==> src/rtl/addr_req_stage.sv <==
// Two-entry elastic request buffer feeding the address-range qualifier; illegal kinds are dropped with err_pulse.
// Optional request/stall counters are enabled by defining ADDR_REQ_STAGE_STATS_EN.
module addr_req_stage #(
  parameter int unsigned AW    = 25,
  parameter int unsigned DEPTH = 2
) (
  input  logic          go,
  input  logic          rst_n,
  input  logic          req_valid,
  output logic          req_ready,
  input  logic [AW-1:0] req_addr,
  input  logic [1:0]    req_kind,
  output logic          out_valid,
  input  logic          out_ready,
  output logic [AW-1:0] d,
  output logic          b,
  output logic          c,
  output logic          e,
`ifdef ADDR_REQ_STAGE_STATS_EN
  output logic [15:0]   stat_acc,
  output logic [15:0]   stat_stall,
`endif
  output logic          err_pulse
);

  if (DEPTH != 2) begin : g_depth_check
    $error("addr_req_stage: DEPTH must be 2");
  end

  typedef enum logic [1:0] {
    EMPTY = 2'd0,
    HALF  = 2'd1,
    FULL  = 2'd2
  } state_t;

  localparam logic [1:0] KIND_READ    = 2'b00;
  localparam logic [1:0] KIND_WRITE   = 2'b01;
  localparam logic [1:0] KIND_SNOOP   = 2'b10;
  localparam logic [1:0] KIND_ILLEGAL = 2'b11;

  state_t        state_q, state_d;
  logic          req_ready_q, req_ready_d;
  logic          out_valid_q, out_valid_d;
  logic [AW-1:0] head_addr_q, head_addr_d;
  logic [1:0]    head_kind_q, head_kind_d;
  logic [AW-1:0] tail_addr_q, tail_addr_d;
  logic [1:0]    tail_kind_q, tail_kind_d;
  logic          b_q, b_d;
  logic          c_q, c_d;
  logic          e_q, e_d;
  logic          err_q, err_d;

  logic push, pop, legal_push, illegal_push;

  always_comb begin
    push         = req_valid & req_ready_q;
    pop          = out_valid_q & out_ready;
    illegal_push = push & (req_kind == KIND_ILLEGAL);
    legal_push   = push & (req_kind != KIND_ILLEGAL);

    state_d     = state_q;
    head_addr_d = head_addr_q;
    head_kind_d = head_kind_q;
    tail_addr_d = tail_addr_q;
    tail_kind_d = tail_kind_q;

    case (state_q)
      EMPTY: begin
        if (legal_push) begin
          head_addr_d = req_addr;
          head_kind_d = req_kind;
          state_d     = HALF;
        end
      end
      HALF: begin
        // With a concurrent pop the incoming request replaces the head directly,
        // which keeps one-per-cycle streaming without ever touching the tail.
        if (legal_push && pop) begin
          head_addr_d = req_addr;
          head_kind_d = req_kind;
        end else if (legal_push) begin
          tail_addr_d = req_addr;
          tail_kind_d = req_kind;
          state_d     = FULL;
        end else if (pop) begin
          state_d = EMPTY;
        end
      end
      FULL: begin
        if (pop) begin
          head_addr_d = tail_addr_q;
          head_kind_d = tail_kind_q;
          state_d     = HALF;
        end
      end
      default: state_d = EMPTY;
    endcase

    out_valid_d = (state_d != EMPTY);
    req_ready_d = (state_d != FULL);
    b_d         = out_valid_d & (head_kind_d == KIND_READ);
    c_d         = out_valid_d & (head_kind_d == KIND_WRITE);
    e_d         = out_valid_d & (head_kind_d == KIND_SNOOP);
    err_d       = illegal_push;
  end

  always_ff @(posedge go or negedge rst_n) begin
    if (!rst_n) begin
      state_q     <= EMPTY;
      req_ready_q <= 1'b1;
      out_valid_q <= 1'b0;
      head_addr_q <= '0;
      head_kind_q <= '0;
      tail_addr_q <= '0;
      tail_kind_q <= '0;
      b_q         <= 1'b0;
      c_q         <= 1'b0;
      e_q         <= 1'b0;
      err_q       <= 1'b0;
    end else begin
      state_q     <= state_d;
      req_ready_q <= req_ready_d;
      out_valid_q <= out_valid_d;
      head_addr_q <= head_addr_d;
      head_kind_q <= head_kind_d;
      tail_addr_q <= tail_addr_d;
      tail_kind_q <= tail_kind_d;
      b_q         <= b_d;
      c_q         <= c_d;
      e_q         <= e_d;
      err_q       <= err_d;
    end
  end

  assign req_ready = req_ready_q;
  assign out_valid = out_valid_q;
  assign d         = head_addr_q;
  assign b         = b_q;
  assign c         = c_q;
  assign e         = e_q;
  assign err_pulse = err_q;

`ifdef ADDR_REQ_STAGE_STATS_EN
  logic [15:0] acc_q, acc_d;
  logic [15:0] stall_q, stall_d;

  always_comb begin
    acc_d   = acc_q;
    stall_d = stall_q;
    if (legal_push && (acc_q != '1)) acc_d = acc_q + 16'd1;
    if (req_valid && !req_ready_q && (stall_q != '1)) stall_d = stall_q + 16'd1;
  end

  always_ff @(posedge go or negedge rst_n) begin
    if (!rst_n) begin
      acc_q   <= '0;
      stall_q <= '0;
    end else begin
      acc_q   <= acc_d;
      stall_q <= stall_d;
    end
  end

  assign stat_acc   = acc_q;
  assign stat_stall = stall_q;
`endif

endmodule
==> config.mk <==
export PLATFORM = sky130hd
export DESIGN_NAME = addr_req_stage
export DESIGN_NICKNAME = d
export VERILOG_FILES = /design/src/rtl/addr_req_stage.sv
export SDC_FILE = /design/constraint.sdc
export NUM_CORES = 1
export LEC_CHECK = 0
export BUFFER_PORTS_ARGS = -buffer_cell sky130_fd_sc_hd__buf_2
export CORE_MARGIN = 2
export CORE_UTILIZATION = 45
export DETAILED_ROUTE_END_ITERATION = 7
export PLACE_DENSITY = 0.68
export SLEW_MARGIN = 10
export SYNTH_ARGS = -nofsm -noshare
export SYNTH_HDL_FRONTEND = slang
export SYNTH_SLANG_ARGS = --single-unit
export TNS_END_PERCENT = 20
==> constraint.sdc <==
create_clock -name go -period 5.1 [get_ports go]
set_clock_uncertainty 0.15 [all_clocks]
set_input_delay 0.255 -clock go [delete_from_list [all_inputs] [get_ports go]]
set_output_delay 0.255 -clock go [all_outputs]
set_load 0.05 [all_outputs]
---- After elaboration in Yosys (flattened, before gate mapping) ----
Index checks and enable logic that the tools add are counted.
operators by class
  add/sub/neg operators ................... 0
  equal/unequal tests ..................... 10
  div/mod/pow operators ................... 0
  $lt $le $gt $ge ......................... 0
  multiply operators ...................... 0
  bitwise logic cells ..................... 8
  reduce and logical (&&, ||, !) cells .... 7
  shift-type cells ........................ 0
  muxes and demuxes ....................... 14
operator list
  kind                count
  $mux 25             3
  $pmux 25 s3         1
  $mux 2              8
  $pmux 2 s3          2
  $ne 2x2->1 const B  5
  $and 1x1->1         7
  $eq 2x2->1 const B  3
  $eq 2x1->1 const B  2
  $logic_not 2->1     2
  $reduce_and 4->1    1
  $reduce_and 3->1    1
  $reduce_bool 3->1   1
  $reduce_bool 2->1   1
  $logic_and 1x1->1   1
  $not 1->1           1
word-level totals
  ROM bits ................................ 0
  memories ................................ 0
  bits in latches ......................... 0
  memory bits (writable) .................. 0
  register bits after elaboration ......... 62

---- Longest topological paths before layout ----
Gate-level depths: netlist of run 1.
  depth in word-level cells ............... 7
  mapped depth ............................ 6
  mapped depth without buffers ............ 5

---- Worst setup path after synthesis of run 1 ----
No wires, ideal clock.
  path type ............................... flip-flop to flip-flop
  from .................................... register req_ready_q (netlist: req_ready)
  to ...................................... register tail_addr_q[0]
  stages on the path, launching flop included .. 5
  arrival ................................. 2.037 ns
  setup slack ............................. 2.786 ns
  data required time ...................... 4.823 ns
  buffers on the path ..................... 1
  setup time .............................. 0.127 ns
  cell sequence ........................... dfstp_2 -> nand2_1 -> nor4_4 -> buf_6 -> mux2_1
between the ends
  word-level cells in the longest chain between the ends .. 5
RTL lines
  element                         line  RTL
  start: declaration              42    logic req_ready_q, req_ready_d;
  start signal: assignment        122   req_ready_q <= req_ready_d;
  $and 1x1->1 (*)                 56    push = req_valid & req_ready_q;
  $and 1x1->1 (*)                 59    legal_push = push & (req_kind != KIND_ILLEGAL);
  $logic_and 1x1->1               78    if (legal_push && pop) begin
  $not 1->1 (no line)             -
  $reduce_and 3->1 (no line) (*)  -
  end signal: assignment          126   tail_addr_q <= tail_addr_d;
  end: declaration                46    logic [AW-1:0] tail_addr_q, tail_addr_d;
Every way passes the cells marked *; elsewhere a longest branch is shown, timed or not.
A chain may end at the register's enable or synchronous reset.

---- Worst setup path in the final report of run 1 ----
  from .................................... register req_ready_q (netlist: req_ready)
  to ...................................... register tail_addr_q[20]
The elaborated chain is that of the path after synthesis.

==> impl_metrics.py, run 1 <==
metrics = {
    "drt": {
        "routed_wl_um": 5588,
        "drt-initial-drc-count": 101,
        "routedWlPerCell_um": 13.66,
        "ant_nets": 0,
        "drc_errors": 0,
        "route.vias.total": 2128,
        "vias_per_cell": 5.203,
        "drt_pass1_iterations": 4,
    },
    "synthesis": {
        "synth_top_cell_area_share_pct": 55.84,
        "ys_seq_area_share_pct": 56.80,
        "syn_nets": 293,
        "syn_area_um2": 2734,
        "synth_area_leaders": "dfrtp_1 56%, nand2_1 7.6%, mux2_1 7.0%",
        "postSynthCellCount": 262,
        "synthDistinctLibCells": 33,
        "avgSynthCellArea_um2": 10.43,
        "synth_top_area_cell": "dfrtp_1",
        "ys_seq_elements": 62,
        "ys_warn_count": 0,
    },
    "timing": {
        "fmax_mhz": 394.0,
        "drv_slew": 0,
        "hold_viol": 0,
        "min_period_ns": 2.538,
        "relSlewSlack_pct": 27.18,
        "setup_viol": 0,
        "worst-slew-pin-transition_ns": 1.087,
        "rsz0062_at_grt": "false",
        "post-route-period-util_pct": 49.77,
        "tns_ns": 0,
    },
    "cells_and_area": {
        "drive_above_1_share_pct": 26.05,
        "fin_cells": 409,
        "area_growth_pct": 22.70,
        "diodes": 0,
        "finalNetCount": 362,
    },
    "cts": {
        "clkLatencyLatePin_ns": 0.33,
        "cts_buffer_depth": 2,
        "cts.clk_slew.worst_paths_ns": 0.06,
        "cts_resized": 0,
        "cts_tree": "yes",
        "cts-root-buf": "clkbuf_8",
        "numClockSinks": 62,
        "htree_levels": 3,
        "cts_buffers": 9,
    },
    "worst_setup_path": {
        "cp-start-kind": "register",
        "critical_path_required_ns": 5.16,
        "path_class": "reg2reg",
        "arrival_ns": 2.60,
        "endpoint_kind": "register",
        "critPathMaxFanout": 17,
    },
    "floorplan": {
        "io_pins": 62,
        "num_rows": 28,
        "die_h_um": 81.95,
        "die_width_um": 81.95,
        "die_area_um2": 6715,
        "core_um2": 5886,
        "initial_core_util_pct": 46.45,
    },
    "global_route": {
        "grt-ovfl-total": 0,
        "grt_pass1_wl_um": 9294,
        "grt_pass1_vias": 2041,
        "antenna_found_initial": 0,
        "grt_max_degree": 63,
        "grt_usage_pct": 18.63,
    },
    "hold_path": {
        "hold_class": "in2reg",
    },
    "flow_run": {
        "cap_violations": 0,
    },
    "placement": {
        "portBuffers": 61,
        "hpwl_um": 3616,
        "dp_cells": 386,
        "place.gp.congestion": 0.7754,
    },
    "status": {
        "status": "completed",
    },
    "power": {
        "p_leak_nw": 1.546,
        "vdd_drop_max_uv": 364.4,
        "pwr_density_cell_nw_per_um2": 725.0,
    },
}
## synthesized netlist by cell type
| cell | number |
|---|---|
| nor3_1 | 2 |
| buf_6 | 2 |
| o41ai_2 | 1 |
| a31oi_1 | 25 |
| o21a_1 | 1 |
| nor4_4 | 1 |
| nand2_1 | 55 |
| and4_1 | 2 |
| mux2_2 | 8 |
| o221ai_1 | 1 |
| mux2_1 | 17 |
| dfrtp_1 | 61 |
| nand2b_1 | 3 |
| o21ai_0 | 4 |
| a21boi_0 | 3 |
| inv_1 | 5 |
| clkbuf_1 | 10 |
| a211oi_1 | 2 |
| and2_1 | 3 |
| and3_1 | 2 |
| nand4_1 | 1 |
| nor2b_1 | 2 |
| o22a_1 | 3 |
| nor2_1 | 31 |
| and4b_1 | 1 |
| o22ai_1 | 1 |
| nand4b_1 | 1 |
| mux2i_1 | 2 |
| dfstp_2 | 1 |
| a21oi_1 | 6 |
| a221o_1 | 1 |
| a21o_1 | 1 |
| buf_2 | 3 |
## cells in the final DEF (no fill, tap or decap), drive strengths merged, types with 2 or more instances in the layout
master,instances
buf,64
dfrtp,61
nand2,55
nor2,31
a31oi,25
mux2,25
clkbuf,12
dlygate4sd3,9
a21oi,6
inv,5
o21ai,4
nand2b,3
a21boi,3
and2,3
o22a,3
and3,2
a211oi,2
and4,2
nor3,2
mux2i,2
nor2b,2
## area by class of cell
cell class,count,area [µm²]
clock buffer,12,135.1
clock inverter,2,35.03
fill,535,2531
inverter,5,18.77
multi-input combinational,180,1101
sequential,62,1553
tap,75,93.84
timing repair buffer,73,417.9
## sequential cells by signal, indices dropped and copies added, names as in the netlist
signal and count:
d 25, tail_addr_q 25, head_kind_q 2, state_q 2
tail_kind_q 2, b 1, c 1, e 1
err_pulse 1, out_valid 1, req_ready 1
## critical path, cell delays in order (launching register included)
cell and delay, ns:
dfstp_2 0.56, nand2_1 0.20, nor4_4 0.75, buf_4 0.38
mux2_2 0.37
## metal layers
| metal | routed length, µm | track usage [%] | up-vias |
|---|---|---|---|
| met5 | 0 | 0 | - |
| met4 | 120 | 12.00 | 0 |
| met1 | 2501 | 23.62 | 1003 |
| met3 | 301 | 3.407 | 10 |
| met2 | 2664 | 29.27 | 67 |
| li1 | - | - | 1048 |
## final timing paths
check	from	cells past startpoint	slack, ns	end
worst max register to register	req_ready	4	2.56	tail_addr_q[20]
max in group asynchronous	rst_n	3	3.82	tail_addr_q[15]
min in group asynchronous	rst_n	3	0.47	d[17]
worst min register to register	tail_addr_q[1]	1	0.34	tail_addr_q[1]
worst max-delay path	req_ready	4	2.56	tail_addr_q[20]
worst min-delay path	req_addr[9]	2	0.02	tail_addr_q[9]
## what timing repair did
action                    CTS  global route
hold buffers                9             0
setup buffers               0             0
hold endpoints to repair   69             0
## logic make-up after synthesis
group	synth area share, %
simple gates	16.80
flops	56.80
compound gates	11.95
mux	11.03
buf+inv	3.432
## through the flow
step,power (mW),setup slack (ns),utilization (%),hold WS [ns],cell area [µm²]
floorplan,1.786,2.786,-,-0.1906,2734
global placement,2.024,2.600,52.57,0.3164,3094
detailed placement,2.051,2.551,52.57,0.3203,3094
CTS,2.456,2.544,56.99,0.003620,3354
global route,2.615,2.368,56.99,0.008117,3354
finish,2.432,2.562,56.99,0.01601,3354
## report_power, final
part	internal [mW]	switching, mW	leakage (nW)	total (mW)
registers	0.739	0.149	0.724	0.888
logic	0.365	0.786	0.736	1.15
clock network	0.220	0.173	0.0863	0.393
total	1.32	1.11	1.55	2.43
No activity file was read; power rests on OpenSTA's default activity.
==> run 2, diff against run 1 <==
--- a/config.mk
+++ b/config.mk
@@ -9,7 +9,7 @@
 export CORE_MARGIN = 2
 export CORE_UTILIZATION = 45
 export DETAILED_ROUTE_END_ITERATION = 7
-export PLACE_DENSITY = 0.68
+export PLACE_DENSITY = 0.71
 export SLEW_MARGIN = 10
 export SYNTH_ARGS = -nofsm -noshare
 export SYNTH_HDL_FRONTEND = slang
==> constraint.sdc (replaced) <==
create_clock -name go -period 2.3 [get_ports go]
set_clock_uncertainty 0.15 [all_clocks]
set_input_delay 0.115 -clock go [delete_from_list [all_inputs] [get_ports go]]
set_output_delay 0.115 -clock go [all_outputs]
set_load 0.05 [all_outputs]
==> run 2 against run 1 <==
Via count is 5.3% higher. Final area is 9.3% higher. Setup slack worse by 2.2 ns. Sequential power is 120% higher. Sequential share of layout area is 3.9 points lower. Critical path type unchanged. Largest cell class unchanged.
==> impl_metrics.py, run 2 (synthesis results as in run 1) <==
metrics = {
    "placement": {
        "dp_cells": 393,
        "hpwl_um": 3955,
        "portBuffers": 61,
        "place.gp.congestion": 0.8239,
    },
    "global_route": {
        "antenna_found_initial": 0,
        "grt-ovfl-total": 0,
        "grt_pass1_wl_um": 10130,
        "grt_usage_pct": 20.12,
        "grt_pass1_vias": 2209,
        "grt_max_degree": 41,
    },
    "hold_path": {
        "hold_class": "in2async",
    },
    "floorplan": {
        "core_um2": 5886,
        "initial_core_util_pct": 46.45,
        "die_area_um2": 6715,
        "die_h_um": 81.95,
        "num_rows": 28,
        "io_pins": 62,
        "die_width_um": 81.95,
    },
    "timing": {
        "rsz0062_at_grt": "false",
        "worst-slew-pin-transition_ns": 0.5944,
        "relSlewSlack_pct": 60.02,
        "fmax_mhz": 506.7,
        "post-route-period-util_pct": 85.81,
        "holdWs_ns": 0.1457,
        "setup_viol": 0,
        "drv_slew": 0,
        "hold_viol": 0,
        "min_period_ns": 1.974,
        "tns_ns": 0,
    },
    "worst_setup_path": {
        "slowest_delay_ns": 0.56,
        "crit_family": "flip-flops",
        "arrival_ns": 2.03,
        "crit_buf_inv": 1,
        "endpoint_kind": "register",
        "critPathSlowestCell": "dfstp_2",
        "path_class": "reg2reg",
        "critical_path_required_ns": 2.36,
        "crit_path_cell_trace": "nand2_1, nor4_4, buf_4, mux2_2",
        "critPathMaxFanout": 15,
        "cp-start-kind": "register",
    },
    "cells_and_area": {
        "nFillCells": 494,
        "final_cell_mix": "61 x dfrtp_1, 61 x buf_2, 55 x nand2_1",
        "fin_cells": 438,
        "diodes": 0,
        "postLayoutCoreUtil_pct": 62.31,
        "area_growth_pct": 34.14,
        "drive_above_1_share_pct": 27.00,
        "finalNetCount": 390,
    },
    "drt": {
        "vias_per_cell": 5.114,
        "ant_nets": 0,
        "drt_pass1_iterations": 4,
        "route.vias.total": 2240,
        "routedWlPerCell_um": 13.58,
        "drt-initial-drc-count": 128,
        "routed_wl_um": 5946,
        "drc_errors": 0,
    },
    "cts": {
        "cts-root-buf": "clkbuf_8",
        "cts_buffer_depth": 2,
        "numClockSinks": 62,
        "cts.clk_slew.worst_paths_ns": 0.07,
        "cts_tree": "yes",
        "htree_levels": 3,
        "cts_buffers": 9,
        "clkLatencyLatePin_ns": 0.32,
    },
    "power": {
        "vdd_drop_max_uv": 808.6,
        "p_leak_nw": 1.690,
        "pwr_density_cell_nw_per_um2": 1533,
    },
    "status": {
        "status": "completed",
    },
    "flow_run": {
        "cap_violations": 0,
    },
}
## run 2: changes by cell type in the layout (fill, tap and decap cells not counted)
cell,change
clkbuf_1,-3
buf_12,+1
clkinvlp_4,+1
buf_4,+6
dlygate4sd3_1,+21
clkbuf_8,+3
## run 2: worst paths after layout
check / slack, ns / end / start / cells after the start
worst max-delay path: 0.33 / tail_addr_q[14] / req_ready / 4
worst min-delay path: 0.15 / head_kind_q[1] / rst_n / 2
min in group go: 0.16 / err_pulse / req_valid / 3
max in group asynchronous: 1.22 / req_ready / rst_n / 3
worst min register to register: 0.34 / tail_addr_q[11] / tail_addr_q[11] / 1
worst max register to register: 0.33 / tail_addr_q[14] / req_ready / 4
## run 2: where the power goes
group	switching, mW	internal (mW)	total [mW]
Combinational	1.80	0.892	2.69
Sequential	0.308	1.64	1.95
Clock	0.405	0.581	0.986
## run 2: what timing repair did
action / CTS / global route
gates resized for setup: 0 / 0
endpoints found under the hold margin: 76 / 0
hold buffers: 30 / 0
setup buffers: 0 / 0
## run 2: area by class of cell
cell class,instances,area [µm²],area share [%]
Sequential cell,62,1553,42.34
Tap cell,75,93.84,2.559
Clock inverter,3,42.54,1.160
Inverter,5,18.77,0.5118
Timing Repair Buffer,101,693.2,18.90
Multi-Input combinational cell,180,1101,30.02
Clock buffer,12,165.2,4.504
## run 2: through the flow
step           power (mW)  instance area, µm²  setup WS, ns
6_report            5.621                3667        0.3264
5_1_grt             6.034                3667        0.1859
4_1_cts             5.675                3667        0.3220
3_5_place_dp        4.634                3159        0.3415
3_3_place_gp        4.558                3159        0.3904
2_1_floorplan       3.962                2734       0.04973
## run 2: routing by layer
layer  part of all wire [%]  up-vias  track usage, %
met5                      0        -               0
met4                    1.8        0           8.500
met1                     46     1069           25.38
met3                    4.0        9           4.725
li1                       -     1098               -
met2                     48       64           33.17
==> run 3, diff against run 2 <==
--- a/config.mk
+++ b/config.mk
@@ -6,8 +6,10 @@
 export NUM_CORES = 1
 export LEC_CHECK = 0
 export BUFFER_PORTS_ARGS = -buffer_cell sky130_fd_sc_hd__buf_2
+export CORE_ASPECT_RATIO = 2
 export CORE_MARGIN = 2
 export CORE_UTILIZATION = 45
+export CTS_CLUSTER_DIAMETER = 120
 export DETAILED_ROUTE_END_ITERATION = 7
 export PLACE_DENSITY = 0.71
 export SLEW_MARGIN = 10
==> run 3 against run 2 <==
Final area up 1.7%. Worst hold slack better by 0.012 ns. Die area up 0.56%.
==> impl_metrics.py, run 3 (synthesis results as in run 1) <==
metrics = {
    "timing": {
        "setup_viol": 0,
        "worst-slew-pin-transition_ns": 0.5611,
        "post-route-period-util_pct": 86.44,
        "drv_slew": 0,
        "holdWs_ns": 0.1574,
        "rsz0062_at_grt": "false",
        "min_period_ns": 1.988,
        "hold_viol": 0,
        "tns_ns": 0,
        "fmax_mhz": 503.0,
        "relSlewSlack_pct": 62.26,
    },
    "cells_and_area": {
        "area_growth_pct": 36.48,
        "final_cell_mix": "61 x dfrtp_1, 61 x buf_2, 55 x nand2_1",
        "diodes": 0,
        "finalNetCount": 388,
        "drive_above_1_share_pct": 26.59,
    },
    "cts": {
        "numClockSinks": 62,
        "clkLatencyLatePin_ns": 0.33,
        "cts.clk_slew.worst_paths_ns": 0.05,
        "cts_tree": "yes",
        "postCtsSetupRepairBufs": 0,
        "cts_buffers": 9,
        "htree_levels": 3,
        "cts_buffer_depth": 2,
        "cts-root-buf": "clkbuf_16",
    },
    "worst_setup_path": {
        "critical_path_required_ns": 2.39,
        "r2r_start": "req_ready",
        "r2r-end": "d[19]",
        "arrival_ns": 2.07,
        "cp-start-kind": "register",
        "r2r_slack_ns": 0.31,
        "endpoint_kind": "register",
        "critPathMaxFanout": 26,
        "r2r_cells": 5,
        "path_class": "reg2reg",
    },
    "floorplan": {
        "die_h_um": 114.2,
        "initial_core_util_pct": 45.90,
        "num_rows": 40,
        "core_um2": 5956,
        "io_pins": 62,
        "die_width_um": 59.12,
        "die_area_um2": 6753,
    },
    "drt": {
        "routedWlPerCell_um": 15.40,
        "route.vias.total": 2302,
        "drt_pass1_iterations": 4,
        "drt-initial-drc-count": 111,
        "vias_per_cell": 5.429,
        "drc_errors": 0,
        "routed_wl_um": 6528,
        "ant_nets": 0,
    },
    "status": {
        "status": "completed",
    },
    "global_route": {
        "grt-ovfl-total": 0,
        "grt_usage_pct": 21.47,
        "grt_max_degree": 41,
        "grt_pass1_vias": 2304,
        "grt_pass1_wl_um": 10630,
        "antenna_found_initial": 0,
    },
    "power": {
        "pwr_density_cell_nw_per_um2": 1624,
        "p_leak_nw": 1.731,
        "vdd_drop_max_uv": 701.1,
        "p_total_mw": 6.061,
    },
    "placement": {
        "place.gp.congestion": 0.8252,
        "portBuffers": 61,
        "hpwl_um": 4408,
    },
    "flow_run": {
        "cap_violations": 0,
    },
    "hold_path": {
        "hold_class": "in2async",
    },
}
-- run 3: cell type report --
class | instances | area, µm²
sequential | 62 | 1553
clock buffer | 10 | 229.0
multi-input combinational | 180 | 1101
timing repair buffer | 99 | 675.6
clock inverter | 5 | 75.07
tap | 63 | 78.83
inverter | 5 | 18.77
fill | 484 | 2225
-- run 3: through the flow --
stage               std cells  cell area [µm²]  setup WS [ns]  util, %
global route              424             3731         0.1687    62.65
finish                    424             3731         0.3118    62.65
floorplan                 262             2734        0.04973        -
detailed placement        380             3137         0.3175    52.67
global placement          380             3137         0.3787    52.67
CTS                       424             3731         0.3084    62.65
-- run 3: layer usage --
metal / GRT usage (%) / vias to the layer above / wire (µm)
met1: 22.66 / 1127 / 2418
met4: 12.73 / 0 / 228
met5: 0 / - / 0
li1: - / 1097 / -
met2: 37.70 / 60 / 3663
met3: 4.294 / 18 / 218
-- run 3: critical path: stages (launching register included) --
cell and delay, ns:
dfstp_2 0.56, nand2_1 0.21, o41ai_4 0.40, buf_4 0.32, nor2_1 0.07, a31oi_1 0.19
-- run 3: what timing repair did --
| item | in CTS | in global routing |
|---|---|---|
| resized for setup | 0 | 0 |
| endpoints found under the hold margin | 76 | 0 |
| hold buffers | 29 | 0 |
-- run 3: how the worst max path moves through the flow --
stage	start	end	slack, ns	cells after the start
after global routing	req_ready	d[19]	0.17	5
final	req_ready	d[19]	0.31	5
after detailed placement	req_ready	tail_addr_q[15]	0.32	4
after global placement	out_valid	tail_addr_q[13]	0.38	4
after floorplan	req_ready	tail_addr_q[0]	0.05	4
after CTS	req_ready	tail_addr_q[15]	0.31	4
-- run 3: power breakdown --
part | switching [mW] | internal (mW)
combinational | 1.82 | 0.882
clock | 0.452 | 0.934
sequential | 0.335 | 1.64
total | 2.60 | 3.46
